--- config.mk ---
export PLATFORM = sky130hd
export DESIGN_NAME = csr_trap_ctrl
export DESIGN_NICKNAME = d
export VERILOG_FILES = /design/src/rtl/csr_trap_pkg.sv /design/src/rtl/csr_irq_select.sv /design/src/rtl/csr_trap_ctrl.sv
export SDC_FILE = /design/constraint.sdc
export NUM_CORES = 1
export LEC_CHECK = 0
export CORE_MARGIN = 2
export CORE_UTILIZATION = 44
export CTS_BUF_LIST = sky130_fd_sc_hd__clkbuf_2 sky130_fd_sc_hd__clkbuf_4 sky130_fd_sc_hd__clkbuf_8
export DETAILED_ROUTE_END_ITERATION = 7
export PLACE_DENSITY = 0.95
export SYNTH_ARGS = -nofsm -noshare
export SYNTH_HDL_FRONTEND = slang
export SYNTH_SLANG_ARGS = --single-unit
--- constraint.sdc ---
create_clock -name clk -period 5.4 [get_ports clk]
set_clock_uncertainty 0.2 [all_clocks]
set_input_delay 1.08 -clock clk [delete_from_list [all_inputs] [get_ports clk]]
set_output_delay 1.08 -clock clk [all_outputs]
set_load 0.005 [all_outputs]
--- src/rtl/csr_trap_pkg.sv ---
// csr_trap_pkg
//   Shared definitions for the machine-mode trap/mret sequencer:
//   CSR addresses, mstatus/mie bit positions, interrupt cause codes
//   and the sequencer state type.
package csr_trap_pkg;

  localparam logic [11:0] CSR_MSTATUS = 12'h300;
  localparam logic [11:0] CSR_MIE     = 12'h304;
  localparam logic [11:0] CSR_MTVEC   = 12'h305;
  localparam logic [11:0] CSR_MEPC    = 12'h341;
  localparam logic [11:0] CSR_MCAUSE  = 12'h342;
  localparam logic [11:0] CSR_MIP     = 12'h344;

  // mstatus fields
  localparam int MSTATUS_MIE    = 3;
  localparam int MSTATUS_MPIE   = 7;
  localparam int MSTATUS_MPP_LO = 11;
  localparam int MSTATUS_MPP_HI = 12;

  // mie fields
  localparam int MIE_MTIE = 7;
  localparam int MIE_MEIE = 11;

  // mcause interrupt codes
  localparam int CAUSE_M_TIMER = 7;
  localparam int CAUSE_M_EXT   = 11;

  typedef enum logic [2:0] {
    IDLE        = 3'd0,
    SAVE_EPC    = 3'd1,
    SAVE_CAUSE  = 3'd2,
    SAVE_STATUS = 3'd3,
    TRAP_JMP    = 3'd4,
    MRET_STATUS = 3'd5,
    MRET_JMP    = 3'd6
  } trap_state_t;

endpackage

--- src/rtl/csr_irq_select.sv ---
// csr_irq_select
//   Combinational interrupt qualification and priority. An interrupt is
//   pending when global MIE is set and at least one source is both
//   asserted and enabled. External outranks timer.
// Ports:
//   mstatus_mie  in   mstatus.MIE
//   mie_mtie     in   mie.MTIE
//   mie_meie     in   mie.MEIE
//   timer_irq    in   level timer interrupt
//   ext_irq      in   level external interrupt
//   irq_pend     out  qualified interrupt pending
//   cause        out  cause code of the winning source (XLEN-1 bits)
module csr_irq_select #(
  parameter int XLEN        = 32,
  parameter int TIMER_CAUSE = 7,
  parameter int EXT_CAUSE   = 11
) (
  input  logic            mstatus_mie,
  input  logic            mie_mtie,
  input  logic            mie_meie,
  input  logic            timer_irq,
  input  logic            ext_irq,
  output logic            irq_pend,
  output logic [XLEN-2:0] cause
);

  localparam int CAUSE_W = XLEN - 1;

  logic ext_hit;
  logic tmr_hit;

  always_comb begin
    ext_hit  = ext_irq & mie_meie;
    tmr_hit  = timer_irq & mie_mtie;
    irq_pend = mstatus_mie & (ext_hit | tmr_hit);
    // cause is only meaningful while irq_pend is high
    cause    = ext_hit ? CAUSE_W'(EXT_CAUSE) : CAUSE_W'(TIMER_CAUSE);
  end

endmodule

--- src/rtl/csr_trap_ctrl.sv ---
// csr_trap_ctrl
//   Drives the single write port of the machine-mode CSR file. A qualified
//   interrupt at the commit point saves mepc, mcause and mstatus on three
//   consecutive cycles and then redirects to the mtvec handler; mret
//   restores mstatus and redirects to mepc. The core is stalled while a
//   sequence runs.
//   Build option: CSR_TRAP_VECTORED_EN enables vectored mtvec mode
//   (mode 2'b01 -> base + 4*cause); otherwise the mode bits are ignored.
// Ports:
//   clk, rst          clock, async active-high reset
//   instr_valid       instruction at commit point
//   pc_i              its PC
//   is_mret           it is an mret
//   timer_irq/ext_irq level interrupt requests
//   mstatus_i, mie_i, mtvec_i, mepc_i   current CSR values
//   csr_we/csr_waddr/csr_wdata          CSR write port
//   stall             hold fetch/decode
//   redirect/redirect_pc                PC redirect
//
// state       | meaning
// ------------+----------------------------------------------
// IDLE        | waiting for an interrupt or mret at commit
// SAVE_EPC    | writing the interrupted PC to mepc
// SAVE_CAUSE  | writing the interrupt code to mcause
// SAVE_STATUS | writing trap-entry mstatus (MPIE<-MIE, MIE<-0)
// TRAP_JMP    | redirecting to the mtvec handler
// MRET_STATUS | writing return mstatus (MIE<-MPIE, MPIE<-1)
// MRET_JMP    | redirecting to mepc
module csr_trap_ctrl
  import csr_trap_pkg::*;
#(
  parameter int XLEN        = 32,
  parameter int TIMER_CAUSE = CAUSE_M_TIMER,
  parameter int EXT_CAUSE   = CAUSE_M_EXT
) (
  input  logic            clk,
  input  logic            rst,
  input  logic            instr_valid,
  input  logic [XLEN-1:0] pc_i,
  input  logic            is_mret,
  input  logic            timer_irq,
  input  logic            ext_irq,
  input  logic [XLEN-1:0] mstatus_i,
  input  logic [XLEN-1:0] mie_i,
  input  logic [XLEN-1:0] mtvec_i,
  input  logic [XLEN-1:0] mepc_i,
  output logic            csr_we,
  output logic [11:0]     csr_waddr,
  output logic [XLEN-1:0] csr_wdata,
  output logic            stall,
  output logic            redirect,
  output logic [XLEN-1:0] redirect_pc
);

  trap_state_t state, state_nxt;

  logic            irq_pend;
  logic [XLEN-2:0] irq_cause;
  logic            take_trap;
  logic            take_mret;

  logic [XLEN-1:0] pc_q;
  logic [XLEN-2:0] cause_q;
  logic [XLEN-1:0] mstatus_q;
  logic [XLEN-1:0] mtvec_q;
  logic [XLEN-1:0] mepc_q;

  logic [XLEN-1:0] trap_base;
  logic [XLEN-1:0] trap_target;
  logic [XLEN-1:0] status_trap;
  logic [XLEN-1:0] status_mret;

  // only MTIE/MEIE of mie matter here
  logic unused_mie;
  assign unused_mie = ^{mie_i[XLEN-1:MIE_MEIE+1],
                        mie_i[MIE_MEIE-1:MIE_MTIE+1],
                        mie_i[MIE_MTIE-1:0]};

  csr_irq_select #(
    .XLEN        (XLEN),
    .TIMER_CAUSE (TIMER_CAUSE),
    .EXT_CAUSE   (EXT_CAUSE)
  ) u_irq_select (
    .mstatus_mie (mstatus_i[MSTATUS_MIE]),
    .mie_mtie    (mie_i[MIE_MTIE]),
    .mie_meie    (mie_i[MIE_MEIE]),
    .timer_irq   (timer_irq),
    .ext_irq     (ext_irq),
    .irq_pend    (irq_pend),
    .cause       (irq_cause)
  );

  // interrupt wins a tie with mret; mepc then holds the mret PC
  assign take_trap = (state == IDLE) & instr_valid & irq_pend;
  assign take_mret = (state == IDLE) & instr_valid & is_mret & ~irq_pend;
  assign stall     = (state != IDLE) | take_trap | take_mret;

  always_ff @(posedge clk or posedge rst) begin
    if (rst) begin
      state <= IDLE;
    end else begin
      state <= state_nxt;
    end
  end

  always_ff @(posedge clk or posedge rst) begin
    if (rst) begin
      pc_q      <= '0;
      cause_q   <= '0;
      mstatus_q <= '0;
      mtvec_q   <= '0;
      mepc_q    <= '0;
    end else if (take_trap) begin
      pc_q      <= pc_i;
      cause_q   <= irq_cause;
      mstatus_q <= mstatus_i;
      mtvec_q   <= mtvec_i;
    end else if (take_mret) begin
      mstatus_q <= mstatus_i;
      mepc_q    <= mepc_i;
    end
  end

  assign trap_base = {mtvec_q[XLEN-1:2], 2'b00};

`ifdef CSR_TRAP_VECTORED_EN
  assign trap_target = (mtvec_q[1:0] == 2'b01)
                       ? trap_base + ({1'b0, cause_q} << 2)
                       : trap_base;
`else
  logic unused_mode;
  assign unused_mode = ^mtvec_q[1:0];
  assign trap_target = trap_base;
`endif

  always_comb begin
    status_trap                                = mstatus_q;
    status_trap[MSTATUS_MPIE]                  = mstatus_q[MSTATUS_MIE];
    status_trap[MSTATUS_MIE]                   = 1'b0;
    status_trap[MSTATUS_MPP_HI:MSTATUS_MPP_LO] = 2'b11;

    status_mret                                = mstatus_q;
    status_mret[MSTATUS_MIE]                   = mstatus_q[MSTATUS_MPIE];
    status_mret[MSTATUS_MPIE]                  = 1'b1;
    status_mret[MSTATUS_MPP_HI:MSTATUS_MPP_LO] = 2'b11;
  end

  always_comb begin
    state_nxt   = state;
    csr_we      = 1'b0;
    csr_waddr   = '0;
    csr_wdata   = '0;
    redirect    = 1'b0;
    redirect_pc = '0;
    case (state)
      IDLE: begin
        if (take_trap) begin
          state_nxt = SAVE_EPC;
        end else if (take_mret) begin
          state_nxt = MRET_STATUS;
        end
      end
      SAVE_EPC: begin
        csr_we    = 1'b1;
        csr_waddr = CSR_MEPC;
        csr_wdata = pc_q;
        state_nxt = SAVE_CAUSE;
      end
      SAVE_CAUSE: begin
        csr_we    = 1'b1;
        csr_waddr = CSR_MCAUSE;
        csr_wdata = {1'b1, cause_q};
        state_nxt = SAVE_STATUS;
      end
      SAVE_STATUS: begin
        csr_we    = 1'b1;
        csr_waddr = CSR_MSTATUS;
        csr_wdata = status_trap;
        state_nxt = TRAP_JMP;
      end
      TRAP_JMP: begin
        redirect    = 1'b1;
        redirect_pc = trap_target;
        state_nxt   = IDLE;
      end
      MRET_STATUS: begin
        csr_we    = 1'b1;
        csr_waddr = CSR_MSTATUS;
        csr_wdata = status_mret;
        state_nxt = MRET_JMP;
      end
      MRET_JMP: begin
        redirect    = 1'b1;
        redirect_pc = mepc_q;
        state_nxt   = IDLE;
      end
      default: begin
        state_nxt = IDLE;
      end
    endcase
  end

endmodule

==> run summary, run 1 <==
max_cap viols - 0
Core Rows - 41
worst path buffer plus inverter count - 1
CP max-delay cell - and2_1
CP startpoint - state[2]
die width - 118.2 um
via/cell ratio - 5.225
cells after synthesis - 404
clk slew on worst S/H paths - 0.07 ns
Post-CTS Setup Bufs - 0
vias - 4102
drt pass-1 iters - 4
CTS Buf Count - 17
reg2reg path depth - 3
Final period util - 0.8429
H-tree levels - 4
top cell type's share of synthesized area - 0.5671
worst path required time - 4.12 ns
Synth area leader - dfrtp_1
CTS sink cnt - 130
Slew HR - 0.2857
Crit. path cell count - 4
syn_area_per_cell - 14.20 um2
endpoints failing setup - 0
Setup crit end kind - output port
Max VDD drop - 0.2755 mV
die area - 0.01397 mm2
largest net degree at the start of global routing - 69
top_reg_cell synth - dfrtp_1
global-route wire length before repair - 23.70 mm
gr usage total - 0.2183
max-slew violations - 0
asr flop ratio synth - 1.000
Critical Path Start Type - flip-flop
Antenna Nets Post-Route - 0
starting density of the core - 0.4528
worst hold path depth - 1
hold_sp - pc_q[31]
vias in the first global route - 4548
area grow syn2layout - 44.34%
Port Buffers - 203
height of the die - 118.2 um
root buf cell - clkbuf_8
top sig layer - met4
Setup TNS - 0 ns
Largest stage delay, worst path - 0.90 ns
Fin. Hold Viols - 0
Post-synth top cells - dfrtp_1, mux2_2, a22o_1
Fillers - 881
status - finished, final reports clean
placer congestion estimate - 0.7870
Ports - 245
WL met2 - 7.333 mm
CP delay by family, top - simple AND/OR/NAND/NOR gates
clk_lat worst skew - 0.44 ns
RSZ-0062 raised after global routing - no
CTS tree - done
drt drc - 0
final net count - 766
WS Path Type - flip-flop to output port
Starting DRT DRC Count - 187
CP max FO - 26
Post-synth EDFFs - 0
count leader, synth - dfrtp_1
most area-consuming cells after synthesis - dfrtp_1, mux2_2, a22o_1
Post-CTS Hold Fix Bufs - 0
Pwr per Cell Area - 527.1 mW/mm2
layout cell share with drive strength beyond 1 - 0.2741
Resize count post-CTS - 0
post-route setup slack - 0.8485 ns
Yosys reg bits - 130
worst hold path class - flip-flop to flip-flop
Worst-Margin Slew - 1.071 ns
Worst R2R Start - state[0]
sequential area share after synthesis - 0.5671
Lkg Pwr - 3.496 nW
DPL Wire Length - 10.41 mm
core area - 0.01267 mm2
setup slack after placement - 1.088 ns
Yosys warning total - 0
grt total ovfl - 0
Metal-1 WL - 5.780 mm
WP data arrival - 3.27 ns
synth unique cells - 35
maximum clock rate - 0.2197 GHz
crit-path cells - xor2_1, and2_1, a22o_1, clkdlybuf4s50_1
routed wire length - 14.82 mm
DR WL/cell - 18.88 um
antenna violations before repair - 0
Tmin final - 4.551 ns
# diodes - 0
met3 routed WL - 1.426 mm
clk buf depth - 2
Synth Cell Area - 0.005737 mm2
sequential cells by signal (all words and copies together) (netlist names):
| signal | cells |
|---|---|
| mepc_q | 32 |
| state | 3 |
| cause_q | 3 |
| pc_q | 32 |
| mtvec_q | 30 |
| mstatus_q | 30 |
path summary, 6_finish.rpt:
path | end | slack, ns
setup / recovery | csr_wdata[26] | 0.85
hold / removal | pc_q[31] | 0.31
setup reg to reg | pc_q[22] | 2.49
hold reg to reg | pc_q[31] | 0.31
max in group asynchronous | mstatus_q[19] | 3.18
min in group asynchronous | mstatus_q[25] | 0.97
per-layer routing:
layer	track usage	up-vias
li1	-	1866
met1	0.2454	2032
met2	0.3624	177
met3	0.09653	27
met4	0.08886	0
met5	0	-
worst register-to-register path, stage by stage (launching register included):
cell and delay, ns:
dfrtp_1 0.57, nor4b_2 0.58, nand3_4 0.83, mux2_2 0.62
report_power, final:
part | internal (W) | switching [W] | leakage, nW
sequential | 0.00146 | 0.000312 | 1.56
combinational | 0.00111 | 0.000614 | 1.73
clock | 0.000493 | 0.000372 | 0.209
cell usage in the layout (no fill, tap or decap), types with 4 or more instances in the layout:
cell type,count
nor2_1,6
buf_4,5
and2_1,5
clkbuf_8,19
mux2_2,123
clkdlybuf4s50_1,203
a22o_1,61
inv_1,4
conb_1,7
clkinv_2,4
dfrtp_1,130
per-stage QoR:
step / instance area (um2) / util / hold slack (ns) / std cells / total power, W
2_1_floorplan: 5759 / - / 0.2577 / 410 / 0.002692
3_5_place_dp: 7864 / 0.6206 / 0.2934 / 753 / 0.003520
4_1_cts: 8280 / 0.6535 / 0.3095 / 785 / 0.004401
3_3_place_gp: 7864 / 0.6206 / 0.2779 / 753 / 0.003416
5_1_grt: 8280 / 0.6535 / 0.3214 / 785 / 0.004611
6_report: 8280 / 0.6535 / 0.3065 / 785 / 0.004365
kinds of logic after synthesis:
kind of cell,after synthesis,synth area share
xor+xnor,1,0.001527
simple gates,25,0.02639
mux,125,0.2449
compound gates,79,0.1182
flops,130,0.5671
other cells,1,0.0006537
buf+inv,43,0.04122
cell type report:
class	instances	area (um2)	area share
inverter	5	21.27	0.002569
tap	172	215.2	0.02599
clock buffer	22	284.0	0.03430
multi-input combinational	237	2285	0.2759
clock inverter	10	132.6	0.01602
sequential	130	3253	0.3929
timing repair buffer	209	2090	0.2523
Note: power is estimated with default switching activity, not from simulation.
==> inputs of run 2 (changes only) <==
==> constraint.sdc (replaced) <==
create_clock -name clk -period 4.8 [get_ports clk]
set_clock_uncertainty 0.2 [all_clocks]
set_input_delay 0.96 -clock clk [delete_from_list [all_inputs] [get_ports clk]]
set_output_delay 0.96 -clock clk [all_outputs]
set_load 0.005 [all_outputs]
==> run summary, run 2 (synthesized netlist as in run 1, its figures left out) <==
status - finished, final reports clean
CP max FO - 18 (-31%)
CTS Buf Count - 17 (unchanged)
Largest stage delay, worst path - 0.64 ns (-0.26 ns)
Critical Path Start Type - flip-flop
commonest non-fill, non-tap cell in the layout - clkdlybuf4s50_1
Fin. Hold Viols - 0 (unchanged)
# diodes - 0 (unchanged)
endpoints failing setup - 0 (unchanged)
Setup TNS - 0 ns (unchanged)
maximum clock rate - 0.2397 GHz
Fillers - 889 (+0.91%)
placed inst area - 0.007894 mm2 (+0.38%)
end-of-flow core utilization - 0.6548 (+0.001283)
RSZ-0062 raised after global routing - no
Core Rows - 41 (unchanged)
layout cell share with drive strength beyond 1 - 0.2788 (+0.004706)
antenna violations before repair - 0 (unchanged)
CP max-delay cell - and2_1
Post-CTS Setup Bufs - 0 (unchanged)
capture point of the worst reg-to-reg path - pc_q[21]
clk buf depth - 2 (unchanged)
root buf cell - clkbuf_8
clk_lat worst skew - 0.43 ns (about the same)
M3 GR Usage - 0.09218 (-0.004344)
met2 Usage GRT - 0.3725 (+0.01012)
DR WL/cell - 19.01 um (+0.67%)
via/cell ratio - 5.308 (+1.6%)
Setup crit end kind - output port
Final period util - 0.8691
routed wire length - 15.00 mm (+1.2%)
Antenna Nets Post-Route - 0 (unchanged)
WS Path Type - flip-flop to output port
Top Registers - mepc_q: 32 flops, pc_q: 32 flops
CP delay by family, top - buffers and inverters
placer congestion estimate - 0.7569 (-3.8%)
met1 GRT Util - 0.2520 (+0.006593)
drt pass-1 iters - 4 (unchanged)
Hold Path Sink - mstatus_q[28]
Post-CTS Hold Fix Bufs - 0 (unchanged)
vias in the first global route - 4542 (-0.13%)
largest net degree at the start of global routing - 68 (-1.4%)
worst hold path depth - 1 (unchanged)
CTS tree - done
max-slew violations - 0 (unchanged)
Ports - 245 (unchanged)
hold slack - 0.3075 ns (+0.001004 ns)
GRT Max-Usage Layer - met2
Starting DRT DRC Count - 197 (+5.3%)
Lkg Pwr - 3.523 nW (+0.77%)
grt total ovfl - 0 (unchanged)
Resize count post-CTS - 0 (unchanged)
drt drc - 0 (unchanged)
worst path buffer plus inverter count - 2 (+1)
area grow syn2layout - 44.62%
gr usage total - 0.2215 (+0.003118)
Pwr per Cell Area - 590.1 mW/mm2 (+12%)
Slew HR - 0.3392 (+0.05343)
worst hold path class - flip-flop to flip-flop
most frequent cells in the layout - clkdlybuf4s50_1, dfrtp_1, mux2_2
vias - 4188 (+2.1%)
max_cap viols - 0 (unchanged)
reg2reg path depth - 4 (+1)
Tmin final - 4.172 ns
DPL Wire Length - 10.61 mm (+1.9%)
Max VDD drop - 0.3357 mV (+22%)
H-tree levels - 4 (unchanged)
fin area - 0.008297 mm2 (+0.20%)
crit-path cells - nor2_1, and2_1, buf_4, a22o_1, clkdlybuf4s50_1
CTS sink cnt - 130 (unchanged)
worst path required time - 3.64 ns (-0.48 ns)
Worst R2R Start - state[0]
final net count - 770 (+0.52%)
Worst-Margin Slew - 0.9869 ns (-0.08449 ns)
hold_sp - mstatus_q[28]
reg-to-reg slack, setup - 2.10 ns (-0.39 ns)
die area - 0.01397 mm2 (unchanged)
global-route wire length before repair - 23.99 mm (+1.2%)
core area - 0.01267 mm2 (unchanged)
WP data arrival - 3.01 ns (-0.26 ns)
Port Buffers - 203 (unchanged)
clk slew on worst S/H paths - 0.07 ns (about the same)
die width - 118.2 um (unchanged)
height of the die - 118.2 um (unchanged)
starting density of the core - 0.4528 (unchanged)
==> run 2: cell count changes in the layout (fill, tap and decap cells not counted), sizes merged <==
| cell | delta |
|---|---|
| bufinv | -1 |
| clkinv | -1 |
| clkbuf | +5 |
| buf | +4 |
| clkinvlp | -3 |
==> run 2: per-stage QoR <==
stage	power [W]	worst slack, ns	instances
global route	0.005177	0.4961	789
detailed placement	0.003988	0.7529	757
finish	0.004896	0.6284	789
floorplan	0.003029	0.1707	410
CTS	0.004942	0.6356	789
global placement	0.003863	0.7476	757
==> run 2: worst max path at each step <==
stage / startpoint / endpoint / slack [ns] / cells past startpoint
floorplan: rst / cause_q[1] / 0.17 / 1
global placement: ext_irq / stall / 0.75 / 5
detailed placement: ext_irq / stall / 0.75 / 5
CTS: state[0] / redirect_pc[17] / 0.64 / 5
global route: state[0] / redirect_pc[18] / 0.50 / 5
finish: state[0] / redirect_pc[17] / 0.63 / 5
==> run 2: per-layer routing <==
| metal | routed length [um] | vias to the layer above |
|---|---|---|
| met4 | 248 | 0 |
| met5 | 0 | - |
| met1 | 5938 | 2095 |
| met3 | 1438 | 21 |
| li1 | - | 1877 |
| met2 | 7374 | 195 |
==> run 2: final cells by class <==
class,count,area (um2),share of cell area
multi-input combinational,237,2285,0.2754
inverter,5,21.27,0.002564
clock buffer,27,327.8,0.03951
sequential,130,3253,0.3921
tap,172,215.2,0.02594
clock inverter,5,75.07,0.009048
timing repair buffer,213,2120,0.2555
==> run 2: power by group <==
| group | internal [W] | switching, W |
|---|---|---|
| clock | 0.000541 | 0.000394 |
| combinational | 0.00126 | 0.000736 |
| sequential | 0.00165 | 0.000315 |
==> inputs of run 3 (changes only) <==
--- a/config.mk
+++ b/config.mk
@@ -10,6 +10,7 @@
 export CTS_BUF_LIST = sky130_fd_sc_hd__clkbuf_2 sky130_fd_sc_hd__clkbuf_4 sky130_fd_sc_hd__clkbuf_8
 export DETAILED_ROUTE_END_ITERATION = 7
 export PLACE_DENSITY = 0.95
+export SKIP_LAST_GASP = 1
 export SYNTH_ARGS = -nofsm -noshare
 export SYNTH_HDL_FRONTEND = slang
 export SYNTH_SLANG_ARGS = --single-unit
==> results of run 3 <==
Final layout, timing and power as in run 2 (identical DEF).
